### src/rtl/hamming74_encoder.sv
// hamming74_encoder: streaming Hamming(7,4) encoder for the transmit side.
// Each accepted byte becomes two 7-bit codewords: low nibble first, then high.
// Codeword layout: [6:3] data nibble, [2:0] parity bits chosen so the receive
// syndrome s0=c5^c4^c3^c0, s1=c6^c5^c4^c1, s2=c6^c5^c3^c2 is zero.
// Optional error injection for decoder bring-up: define HAMMING_ERR_INJECT_EN.
//
// Handshake rule (both ports): a transfer happens on a rising edge where
// valid and ready are both high. valid never depends on ready; once
// out_valid is high, out_code/out_last hold until the transfer.
module hamming74_encoder #(
  parameter int CNT_W = 16
) (
  input  logic             clk,
  input  logic             reset_n,
  input  logic             in_valid,
  output logic             in_ready,
  input  logic [7:0]       in_data,
  output logic             out_valid,
  input  logic             out_ready,
  output logic [6:0]       out_code,
  output logic             out_last,
  output logic [CNT_W-1:0] cw_count,
`ifdef HAMMING_ERR_INJECT_EN
  input  logic             inj_en,
  input  logic [2:0]       inj_pos,
`endif
  output logic [1:0]       state_dbg
);

  typedef enum logic [1:0] {
    ST_EMPTY = 2'd0,
    ST_LOW   = 2'd1,
    ST_HIGH  = 2'd2
  } state_t;

  state_t     state;
  logic [3:0] hi_nib;
  logic       in_hs;
  logic       out_hs;

  // Parity for one nibble; data bits pass straight through to [6:3].
  function automatic logic [6:0] encode_nibble(input logic [3:0] d);
    logic [6:0] c;
    c[6:3] = d;
    c[0]   = d[2] ^ d[1] ^ d[0];
    c[1]   = d[3] ^ d[2] ^ d[1];
    c[2]   = d[3] ^ d[2] ^ d[0];
    return c;
  endfunction

`ifdef HAMMING_ERR_INJECT_EN
  logic [6:0] inj_mask;

  // Single-bit flip mask, sampled only on the edge a codeword is loaded.
  always_comb begin
    inj_mask = 7'h00;
    if (inj_en && (inj_pos != 3'd7))
      inj_mask = 7'h01 << inj_pos;
  end

  function automatic logic [6:0] load_code(input logic [3:0] d, input logic [6:0] mask);
    return encode_nibble(d) ^ mask;
  endfunction
`else
  function automatic logic [6:0] load_code(input logic [3:0] d, input logic [6:0] mask);
    return encode_nibble(d) | (mask & 7'h00);
  endfunction

  logic [6:0] inj_mask;

  // No injection in this build: the mask is a constant zero.
  always_comb begin
    inj_mask = 7'h00;
  end
`endif

  // in_ready is forced low while reset is asserted so nothing is accepted
  // on a reset edge; otherwise it frees up as soon as the last codeword leaves.
  assign in_ready  = reset_n & ((state == ST_EMPTY) | ((state == ST_HIGH) & out_ready));
  assign out_valid = (state != ST_EMPTY);
  assign out_last  = (state == ST_HIGH);
  assign state_dbg = state;

  assign in_hs  = in_valid & in_ready;
  assign out_hs = out_valid & out_ready;

  // Byte-splitting FSM, codeword register and transfer counter.
  always_ff @(posedge clk) begin
    if (!reset_n) begin
      state    <= ST_EMPTY;
      out_code <= 7'h00;
      hi_nib   <= 4'h0;
      cw_count <= '0;
    end else begin
      if (out_hs)
        cw_count <= cw_count + 1'b1;
      case (state)
        ST_EMPTY: begin
          if (in_hs) begin
            state    <= ST_LOW;
            out_code <= load_code(in_data[3:0], inj_mask);
            hi_nib   <= in_data[7:4];
          end
        end
        ST_LOW: begin
          if (out_hs) begin
            state    <= ST_HIGH;
            out_code <= load_code(hi_nib, inj_mask);
          end
        end
        ST_HIGH: begin
          if (out_hs) begin
            if (in_hs) begin
              state    <= ST_LOW;
              out_code <= load_code(in_data[3:0], inj_mask);
              hi_nib   <= in_data[7:4];
            end else begin
              state <= ST_EMPTY;
            end
          end
        end
        default: begin
          state <= ST_EMPTY;
        end
      endcase
    end
  end

endmodule

### config.mk
export PLATFORM = sky130hd
export DESIGN_NAME = hamming74_encoder
export DESIGN_NICKNAME = d
export VERILOG_FILES = /design/src/rtl/hamming74_encoder.sv
export SDC_FILE = /design/constraint.sdc
export NUM_CORES = 1
export LEC_CHECK = 0
export ABC_AREA = 1
export CORE_ASPECT_RATIO = 2
export CORE_MARGIN = 5
export CORE_UTILIZATION = 50
export DETAILED_ROUTE_END_ITERATION = 6
export PLACE_DENSITY = 0.82
export SETUP_SLACK_MARGIN = 0.5
export SLEW_MARGIN = 10
export SYNTH_ARGS = -nofsm -noshare
export SYNTH_HDL_FRONTEND = slang
export SYNTH_SLANG_ARGS = --single-unit
### constraint.sdc
create_clock -name clk -period 3 [get_ports clk]
set_input_delay 0.6 -clock clk [delete_from_list [all_inputs] [get_ports clk]]
set_output_delay 0.6 -clock clk [all_outputs]
set_load 0.02 [all_outputs]
==> run_results.csv, run 1 <==
group,metric,value,unit
status,status,"completed",
min_path,hp-class,"flip-flop to flip-flop",
placed_design,globalplace.congestion,0.867,
placed_design,dp_slack,0.250,ns
timing,timing.slew.headroom,0.809,
cts,cts_setup_buffers,0,
timing,worst_pin_slew,0.284,ns
finish,syn_to_final_growth,32.6,%
synthesis,synth_top_cells_by_count,"nand2_1 (52), nor2_1 (37), dfxtp_1 (29), inv_1 (29), o21ai_0 (20)",
job,drv_cap,0,
cts,clkSlewWorstSetupHoldPaths,0.06,ns
cts,clock_latency,0.28,ns
pwr,power,881,µW
synthesis,synth_area_leader_cell,"dfxtp_1",
drt,dr.pass1.iters,4,
grt,antenna_found_initial,0,
drt,vias,1605,
pwr,power_density,429,mW/mm²
pwr,peakVddDrop,0.415,mV
finish,fillCellCount,254,
drt,wirelength,3.75,mm
timing,min_period,2.32,ns
cts,cts_buffer_depth,2,
timing,hold_viol,0,
timing,fin_crit_sh,0.772,
timing,finalSetupViolCount,0,
timing,final.setup.tns,0,ns
timing,hold-worst-slack,0.489,ns
placed_design,port_buffers,39,
floorplanning,std_cell_rows,28,
synthesis,yosysTopAreaCellShare,0.375,
synthesis,synth_edf_count,0,
critical_path,critPathRequiredTime,2.40,ns
placed_design,dp_hpwl,2.90,mm
critical_path,worstSetupPathType,"primary input to primary output",
synthesis,yosys_warnings,0,
grt,track_usage,0.189,
cts,post_cts_resized,1,
timing,rsz0062_at_grt,"false",
finish,nets,289,
drt,avgRoutedWirePerCell,12.3,µm
drt,detail-route-antenna-nets,0,
critical_path,start_kind,"primary input",
synthesis,ys_seq_area_frac,0.375,
floorplanning,io_pins,40,
drt,drc,0,
grt,grt_pass1_wl,6.38,mm
synthesis,ys_seq_elements,29,
cts,clock-root-buffer,"clkbuf_8",
timing,slew_viol_final,0,
synthesis,synth_top_flop_cell,"dfxtp_1",
critical_path,arrival,1.72,ns
floorplanning,start_util,0.520,
critical_path,crit_path_end_kind,"primary output",
finish,antenna_cells,0,
floorplanning,die_x,49.3,µm
timing,max_freq,432,MHz
finish,drive_gt1_frac,0.0978,
floorplanning,core_area,0.00298,mm²
drt,drt_iter0_drc,26,
synthesis,syn_nets,245,
synthesis,synthCells,232,
grt,first_global_vias,1566,
critical_path,r2r_start,"cw_count[4]",
cts,numCtsBuffers,5,
synthesis,async_flop_share,0,
cts,clkSinkCount,29,
critical_path,startpoint,"out_ready",
floorplanning,die_h,88.7,µm
synthesis,ys_types,27,
synthesis,synth_area,0.00155,mm²
grt,gr-total-overflow,0,
synthesis,syn_area_per_cell,6.67,µm²
critical_path,path_max_fanout,4,
synthesis,synth.area.top_cells,"dfxtp_1 (38%), nand2_1 (13%), nor2_1 (9.0%), inv_1 (7.0%), o21ai_0 (6.5%)",
cts,tritoncts,"built",
drt,via_per_inst,5.25,
synthesis,synth.most_common_cell,"nand2_1",
cts,htree_levels,2,
critical_path,r2r_slack,1.64,ns
cts,hold_buffers,0,
min_path,min_from,"cw_count[13]",
timing,fin_ws,0.684,ns
pwr,power_leakage,0.824,nW
floorplanning,die_area,0.00438,mm²
grt,grt_start_max_net_pins,26,
timing,clock_skew,0.00316,ns
## routing by layer
metal  vias to the layer above  track usage  routed length [µm]
met1                       727        0.159                1320
met5                         -            0                   0
met2                        49        0.363                2160
met3                         8       0.0556                 194
met4                         0        0.130                  78
li1                        821            -                   -
## power by group
part           leakage, nW  internal (mW)  switching [mW]
clock network       0.0443          0.182           0.145
registers            0.236          0.400          0.0127
logic                0.543         0.0621          0.0794
total                0.824          0.644           0.237
## cell type report
class / instances / area, µm² / area share
repair buffers: 40 / 393 / 0.191
multi-input cells: 166 / 827 / 0.403
well taps: 30 / 37.5 / 0.0183
flip-flops and latches: 29 / 581 / 0.283
inverters: 34 / 128 / 0.0622
clock buffers: 7 / 86.3 / 0.0421
## stage by stage
step / cells / util / instance area [µm²]
6_report: 306 / 0.689 / 2050
5_1_grt: 306 / 0.689 / 2050
3_5_place_dp: 299 / 0.662 / 1970
2_1_floorplan: 232 / - / 1550
4_1_cts: 306 / 0.690 / 2060
3_3_place_gp: 299 / 0.662 / 1970
## flip-flops by register name (all words and copies together) (netlist names)
signal     flops
cw_count      16
hi_nib         4
out_code       7
state_dbg      2
## kinds of logic (layout without fill, tap and decap cells)
group / Yosys count / count (layout) / share of synthesized area
buffers and inverters: 37 / 81 / 0.0905
XOR/XNOR: 3 / 3 / 0.0170
AO/OA/AOI/OAI: 41 / 41 / 0.133
AND/OR/NAND/NOR: 121 / 121 / 0.377
flip-flops: 29 / 29 / 0.375
adder cells (fa/ha/maj): 1 / 1 / 0.00808
## path summary, 6_finish.rpt
check                                     to  depth (start not counted)
worst max-delay path                in_ready                          6
worst min-delay path            cw_count[13]                          2
worst max register to register  cw_count[10]                          7
worst min register to register  cw_count[13]                          2
## cells in the final DEF, fill, tap and decap left out
master           instances
clkdlybuf4s50_1         38
inv_1                   29
xnor2_1                  2
nand3_1                 13
a21oi_1                 16
ha_1                     1
nor3_1                   1
nand2_4                  1
clkinv_1                 1
nor2_1                  37
nand2_2                  2
dfxtp_1                 29
nand2_1                 52
o21ai_0                 20
inv_2                    4
clkbuf_8                 6
nand4_1                  3
nand3_4                  1
nor2_2                   1
clkbuf_1                 1
o21ai_1                  5
nand4_4                  1
clkbuf_2                 1
nand4_2                  1
buf_4                    1
nor2_4                   5
or2_2                    2
xor2_1                   1
nand3_2                  1
## critical path: stages
cell and delay, ns:
clkdlybuf4s50_1 0.52, inv_1 0.11, nand2_1 0.13, nand2_1 0.07, nor2_1 0.11, clkbuf_2 0.18
Note: power is estimated with default switching activity, not from simulation.
==> run 2, diff against run 1 <==
--- a/config.mk
+++ b/config.mk
@@ -8,9 +8,9 @@
 export ABC_AREA = 1
 export CORE_ASPECT_RATIO = 2
 export CORE_MARGIN = 5
-export CORE_UTILIZATION = 50
+export CORE_UTILIZATION = 48
 export DETAILED_ROUTE_END_ITERATION = 6
-export PLACE_DENSITY = 0.82
+export PLACE_DENSITY = 0.79
 export SETUP_SLACK_MARGIN = 0.5
 export SLEW_MARGIN = 10
 export SYNTH_ARGS = -nofsm -noshare
==> constraint.sdc (replaced) <==
create_clock -name clk -period 2.38 [get_ports clk]
set_input_delay 0.476 -clock clk [delete_from_list [all_inputs] [get_ports clk]]
set_output_delay 0.476 -clock clk [all_outputs]
set_load 0.02 [all_outputs]
==> run 2 against run 1 <==
  * Clock skew is essentially flat
  * Cell area grew 2.4%
  * Die area grew 3.5%
  * Final cell count grew 2.0%
  * Power grew 30%
  * Largest cell class unchanged
  * Clock-buffer cell count is the same
  * Non-clock buffer count grew 4
  * Combinational power grew 28%
  * Global-route usage shrank 1.1 points
  * First-iteration DRC count grew 27%
  * Largest power group unchanged
==> run_results.csv, run 2 (same netlist as run 1, synthesis figures left out) <==
group,metric,value,unit
finish,layout_commonest_cell,"nand2_1",
placed_design,placedInstanceArea,0.00200,mm²
critical_path,arrival,1.37,ns
critical_path,path_max_fanout,2,
cts,clkSlewWorstSetupHoldPaths,0.06,ns
finish,reg.largest.list,"cw_count x16, out_code x7, hi_nib x4",
pwr,peakVddDrop,0.435,mV
floorplanning,die_area,0.00453,mm²
cts,clock-root-buffer,"clkbuf_8",
critical_path,rr_worst_depth,7,
finish,layout_common_cells,"nand2_1 (52), nor2_1 (37), clkdlybuf4s50_1 (35)",
critical_path,crit_path_end_kind,"primary output",
drt,wirelength,3.78,mm
cts,clkSinkCount,29,
cts,clock_latency,0.28,ns
critical_path,start_kind,"primary input",
drt,dr_wl_met2,2.23,mm
cts,numCtsBuffers,5,
grt,first_global_vias,1465,
drt,via_per_inst,5.12,
finish,nets,293,
drt,detail-route-antenna-nets,0,
grt,track_usage,0.178,
timing,slew_viol_final,0,
pwr,power_leakage,0.880,nW
cts,hold_buffers,0,
drt,dr.pass1.iters,4,
drt,drt_iter0_drc,33,
finish,syn_to_final_growth,35.8,%
min_path,whs_path_depth,2,
finish,antenna_cells,0,
placed_design,globalplace.congestion,0.827,
cts,cts_buffer_depth,2,
min_path,hold_end,"out_code[2]",
drt,maxUsedRoutingLayer,"met4",
floorplanning,std_cell_rows,29,
status,status,"completed",
finish,drive_gt1_frac,0.121,
min_path,min_from,"out_code[2]",
timing,final.setup.tns,0,ns
timing,rsz0062_at_grt,"true",
floorplanning,core_area,0.00316,mm²
floorplanning,die_h,90.3,µm
floorplanning,start_util,0.490,
min_path,hp-class,"flip-flop to flip-flop",
grt,gr-total-overflow,0,
job,drv_cap,0,
cts,tritoncts,"built",
timing,clock_skew,0.00301,ns
critical_path,r2r_end,"cw_count[15]",
placed_design,port_buffers,39,
grt,antenna_found_initial,0,
critical_path,worstSetupPathType,"primary input to primary output",
finish,top_register,"cw_count",
floorplanning,die_x,50.2,µm
timing,min_period,1.85,ns
critical_path,critPathRequiredTime,1.90,ns
placed_design,dp_hpwl,3.00,mm
critical_path,r2r_slack,1.01,ns
pwr,power,1.14,mW
drt,met3_length,146,µm
timing,finalSetupViolCount,0,
timing,worst_pin_slew,0.275,ns
finish,largest_register_ff_count,16,
timing,max_freq,542,MHz
drt,vias,1597,
grt,grt_pass1_wl,6.31,mm
drt,m1WireLength,1.30,mm
timing,fin_crit_sh,0.776,
grt,grt_start_max_net_pins,26,
floorplanning,io_pins,40,
finish,fin_area,0.00210,mm²
cts,cts_setup_buffers,0,
cts,htree_levels,2,
drt,drc,0,
timing,timing.slew.headroom,0.815,
timing,hold_viol,0,
pwr,power_density,543,mW/mm²
drt,avgRoutedWirePerCell,12.1,µm
critical_path,r2r_start,"cw_count[4]",
run 2: report_power, final:
part | switching (mW) | internal, mW | leakage, nW | total (mW)
registers | 0.0162 | 0.505 | 0.236 | 0.521
clock network | 0.179 | 0.261 | 0.0542 | 0.439
logic | 0.0998 | 0.0812 | 0.590 | 0.181
total | 0.295 | 0.847 | 0.880 | 1.14
run 2: layout make-up:
type,instances,area [µm²]
fill,293,1050
multi-input combinational,166,827
sequential,29,582
timing repair buffer,44,425
inverter,34,128
clock buffer,7,96.3
tap,31,38.8
clock inverter,1,5.00
run 2: how the worst max path moves through the flow:
stage              start       end  slack [ns]  depth (start not counted)
2_1_floorplan    reset_n  in_ready        0.85                          3
3_3_place_gp   out_ready  in_ready         0.1                          6
3_5_place_dp   out_ready  in_ready        0.07                          6
4_1_cts        out_ready  in_ready        0.42                          6
5_1_grt        out_ready  in_ready        0.48                          6
6_report       out_ready  in_ready        0.53                          6
run 2: per-stage QoR:
stage          setup slack, ns   util  hold slack, ns  instances
3_3_place_gp            0.0987  0.634           0.459        304
4_1_cts                  0.417  0.666           0.484        312
3_5_place_dp            0.0740  0.634           0.473        304
5_1_grt                  0.485  0.666           0.538        312
2_1_floorplan            0.855      -           0.475        232
6_report                 0.533  0.666           0.483        312
run 2: layer usage:
| metal | GRT usage | vias up |
|---|---|---|
| met1 | 0.155 | 718 |
| met2 | 0.343 | 40 |
| met3 | 0.0430 | 9 |
| met5 | 0 | - |
| met4 | 0.0897 | 0 |
| li1 | - | 830 |
run 2: timing repair:
action                                  CTS  global route
resized for setup                         6             3
endpoints found under the setup margin    4             2
endpoints found under the hold margin     0             0
run 2: worst max-delay path, cell delays in order:
cell	delay (ns)
clkdlybuf4s50_1	0.48
inv_1	0.06
nand2_1	0.07
nand2_1	0.05
nor2_1	0.09
buf_4	0.15
==> run 3, diff against run 2 <==
==> constraint.sdc (replaced) <==
create_clock -name clk -period 1.8 [get_ports clk]
set_input_delay 0.36 -clock clk [delete_from_list [all_inputs] [get_ports clk]]
set_output_delay 0.36 -clock clk [all_outputs]
set_load 0.02 [all_outputs]
==> run 3 against run 2 <==
  * Die area did not move
  * Clock power rose by 36%
  * Register-to-register slack got worse by 0.55 ns
  * Via count rose by 11%
  * Final cell count rose by 4.8%
  * Global-route usage rose by 1.5 points
  * Clock skew rose by 0.0039 ns
  * Routed wire length rose by 27%
  * Setup slack got worse by 0.11 ns
  * Sequential share of layout area fell by 2.2 points
  * Largest power group unchanged
==> run_results.csv, run 3 (same netlist as run 1, synthesis figures left out) <==
group,metric,value,unit
drt,avgRoutedWirePerCell,14.6,µm
finish,fin_cells,327,
cts,htree_levels,2,
grt,first_global_vias,1636,
cts,clock_latency,0.28,ns
finish,top_register,"cw_count",
drt,drt_iter0_drc,56,
finish,syn_to_final_growth,52.1,%
critical_path,worstSetupPathType,"flip-flop to primary output",
pwr,power_density,680,mW/mm²
grt,gr-total-overflow,0,
floorplanning,start_util,0.490,
timing,finalSetupViolCount,0,
floorplanning,io_pins,40,
pwr,internal_power,1.15,mW
cts,tritoncts,"built",
pwr,pwr-share-comb,0.195,
floorplanning,std_cell_rows,29,
pwr,power_leakage,1.06,nW
floorplanning,die_h,90.3,µm
timing,slew_viol_final,0,
pwr,clock_power_share,0.372,
cts,cts_buffer_depth,2,
grt,grt_start_max_net_pins,14,
critical_path,crit_path_end_kind,"primary output",
timing,fin_crit_sh,0.767,
critical_path,path_max_fanout,5,
finish,largest_register_ff_count,16,
placed_design,port_buffers,39,
timing,min_period,1.38,ns
finish,final_core_util,0.746,
placed_design,placed_cells,309,
min_path,hp-class,"flip-flop to flip-flop",
floorplanning,core_area,0.00316,mm²
pwr,peakVddDrop,0.717,mV
timing,hold_viol,0,
timing,fin_ws,0.420,ns
timing,rsz0062_at_grt,"true",
cts,hold_buffers,0,
status,status,"completed",
placed_design,dp_slack,-0.258,ns
finish,layout_commonest_cell,"nand2_1",
pwr,pwr-share-seq,0.433,
timing,worst_pin_slew,0.276,ns
grt,antenna_found_initial,0,
cts,clkSlewWorstSetupHoldPaths,0.07,ns
cts,clkSinkCount,29,
floorplanning,die_area,0.00453,mm²
placed_design,globalplace.congestion,0.864,
floorplanning,die_x,50.2,µm
finish,antenna_cells,0,
critical_path,critPathRequiredTime,1.44,ns
pwr,sw_frac_of_total,0.283,
finish,fillCellCount,229,
finish,layout_common_cells,"nand2_1 (49), nor2_1 (31), inv_1 (26)",
timing,timing.slew.headroom,0.815,
cts,clock-root-buffer,"clkbuf_8",
timing,clock_skew,0.00688,ns
finish,reg.largest.list,"cw_count x16, out_code x7, hi_nib x4",
job,drv_cap,0,
critical_path,start_kind,"flip-flop",
critical_path,arrival,1.02,ns
drt,dr.pass1.iters,4,
grt,track_usage,0.193,
drt,drc,0,
placed_design,dp_hpwl,3.12,mm
finish,nets,308,
drt,wirelength,4.79,mm
pwr,p_sw,453,µW
drt,via_per_inst,5.40,
drt,detail-route-antenna-nets,0,
drt,vias,1765,
timing,hold-worst-slack,0.478,ns
cts,numCtsBuffers,5,
timing,max_freq,724,MHz
timing,final.setup.tns,0,ns
finish,drive_gt1_frac,0.375,
grt,grt_pass1_wl,6.94,mm
-- run 3: cell types whose count changed in the layout (fill, tap and decap cells not counted), moves of 6 or more --
cell,change
o21ai_2,+6
clkbuf_2,+6
dfxtp_2,+9
buf_2,+14
buf_6,+8
clkdlybuf4s50_1,-30
dfxtp_1,-11
nor2_1,-6
o21ai_0,-9
buf_4,+6
-- run 3: critical path, cell delays in order, from the launching register on --
cell and delay (ns):
dfxtp_4 0.38, nand2_4 0.07, nand2_2 0.05, nor2_1 0.10
buf_4 0.15
-- run 3: through the flow --
step	area [µm²]	power, mW
after floorplan	1550	0.841
after global placement	2040	0.950
after detailed placement	2040	0.956
after CTS	2220	1.56
after global routing	2350	1.67
final	2350	1.60
-- run 3: layout make-up --
| cell class | instances | area [µm²] | share of cell area |
|---|---|---|---|
| Tap cell | 31 | 38.8 | 0.0165 |
| Clock inverter | 1 | 5.00 | 0.00213 |
| Sequential cell | 29 | 601 | 0.255 |
| Clock buffer | 7 | 96.3 | 0.0409 |
| Timing Repair Buffer | 58 | 500 | 0.213 |
| Inverter | 34 | 143 | 0.0606 |
| Multi-Input combinational cell | 167 | 970 | 0.412 |
-- run 3: repair_timing --
item                       in CTS  in global routing
resized for setup             113                 69
cloned                          1                  1
setup endpoints to repair      52                 32
buffers inserted                5                  3
pin swaps                       1                 16
-- run 3: final timing paths --
check                from          end  slack, ns  depth (start not counted)
max          state_dbg[1]     in_ready       0.42                          4
min           cw_count[5]  cw_count[5]       0.48                          2
max reg2reg  state_dbg[0]  out_code[3]       0.46                          8
min reg2reg   cw_count[5]  cw_count[5]       0.48                          2
-- run 3: power by group through the flow --
| stage | sequential (mW) | combinational [mW] | clock (mW) |
|---|---|---|---|
| floorplan | 0.722 | 0.119 | 0 |
| global placement | 0.702 | 0.248 | 0 |
| detailed placement | 0.703 | 0.253 | 0 |
| CTS | 0.688 | 0.265 | 0.603 |
| global route | 0.695 | 0.335 | 0.637 |
| finish | 0.693 | 0.312 | 0.596 |
-- run 3: routing by layer --
metal / vias up / track usage / wire length (µm) / share of wire
met1: 826 / 0.163 / 1520 / 0.32
met2: 58 / 0.382 / 2830 / 0.59
met5: - / 0 / 0 / 0
li1: 864 / - / - / -
met3: 17 / 0.0430 / 215 / 0.045
met4: 0 / 0.0941 / 223 / 0.047
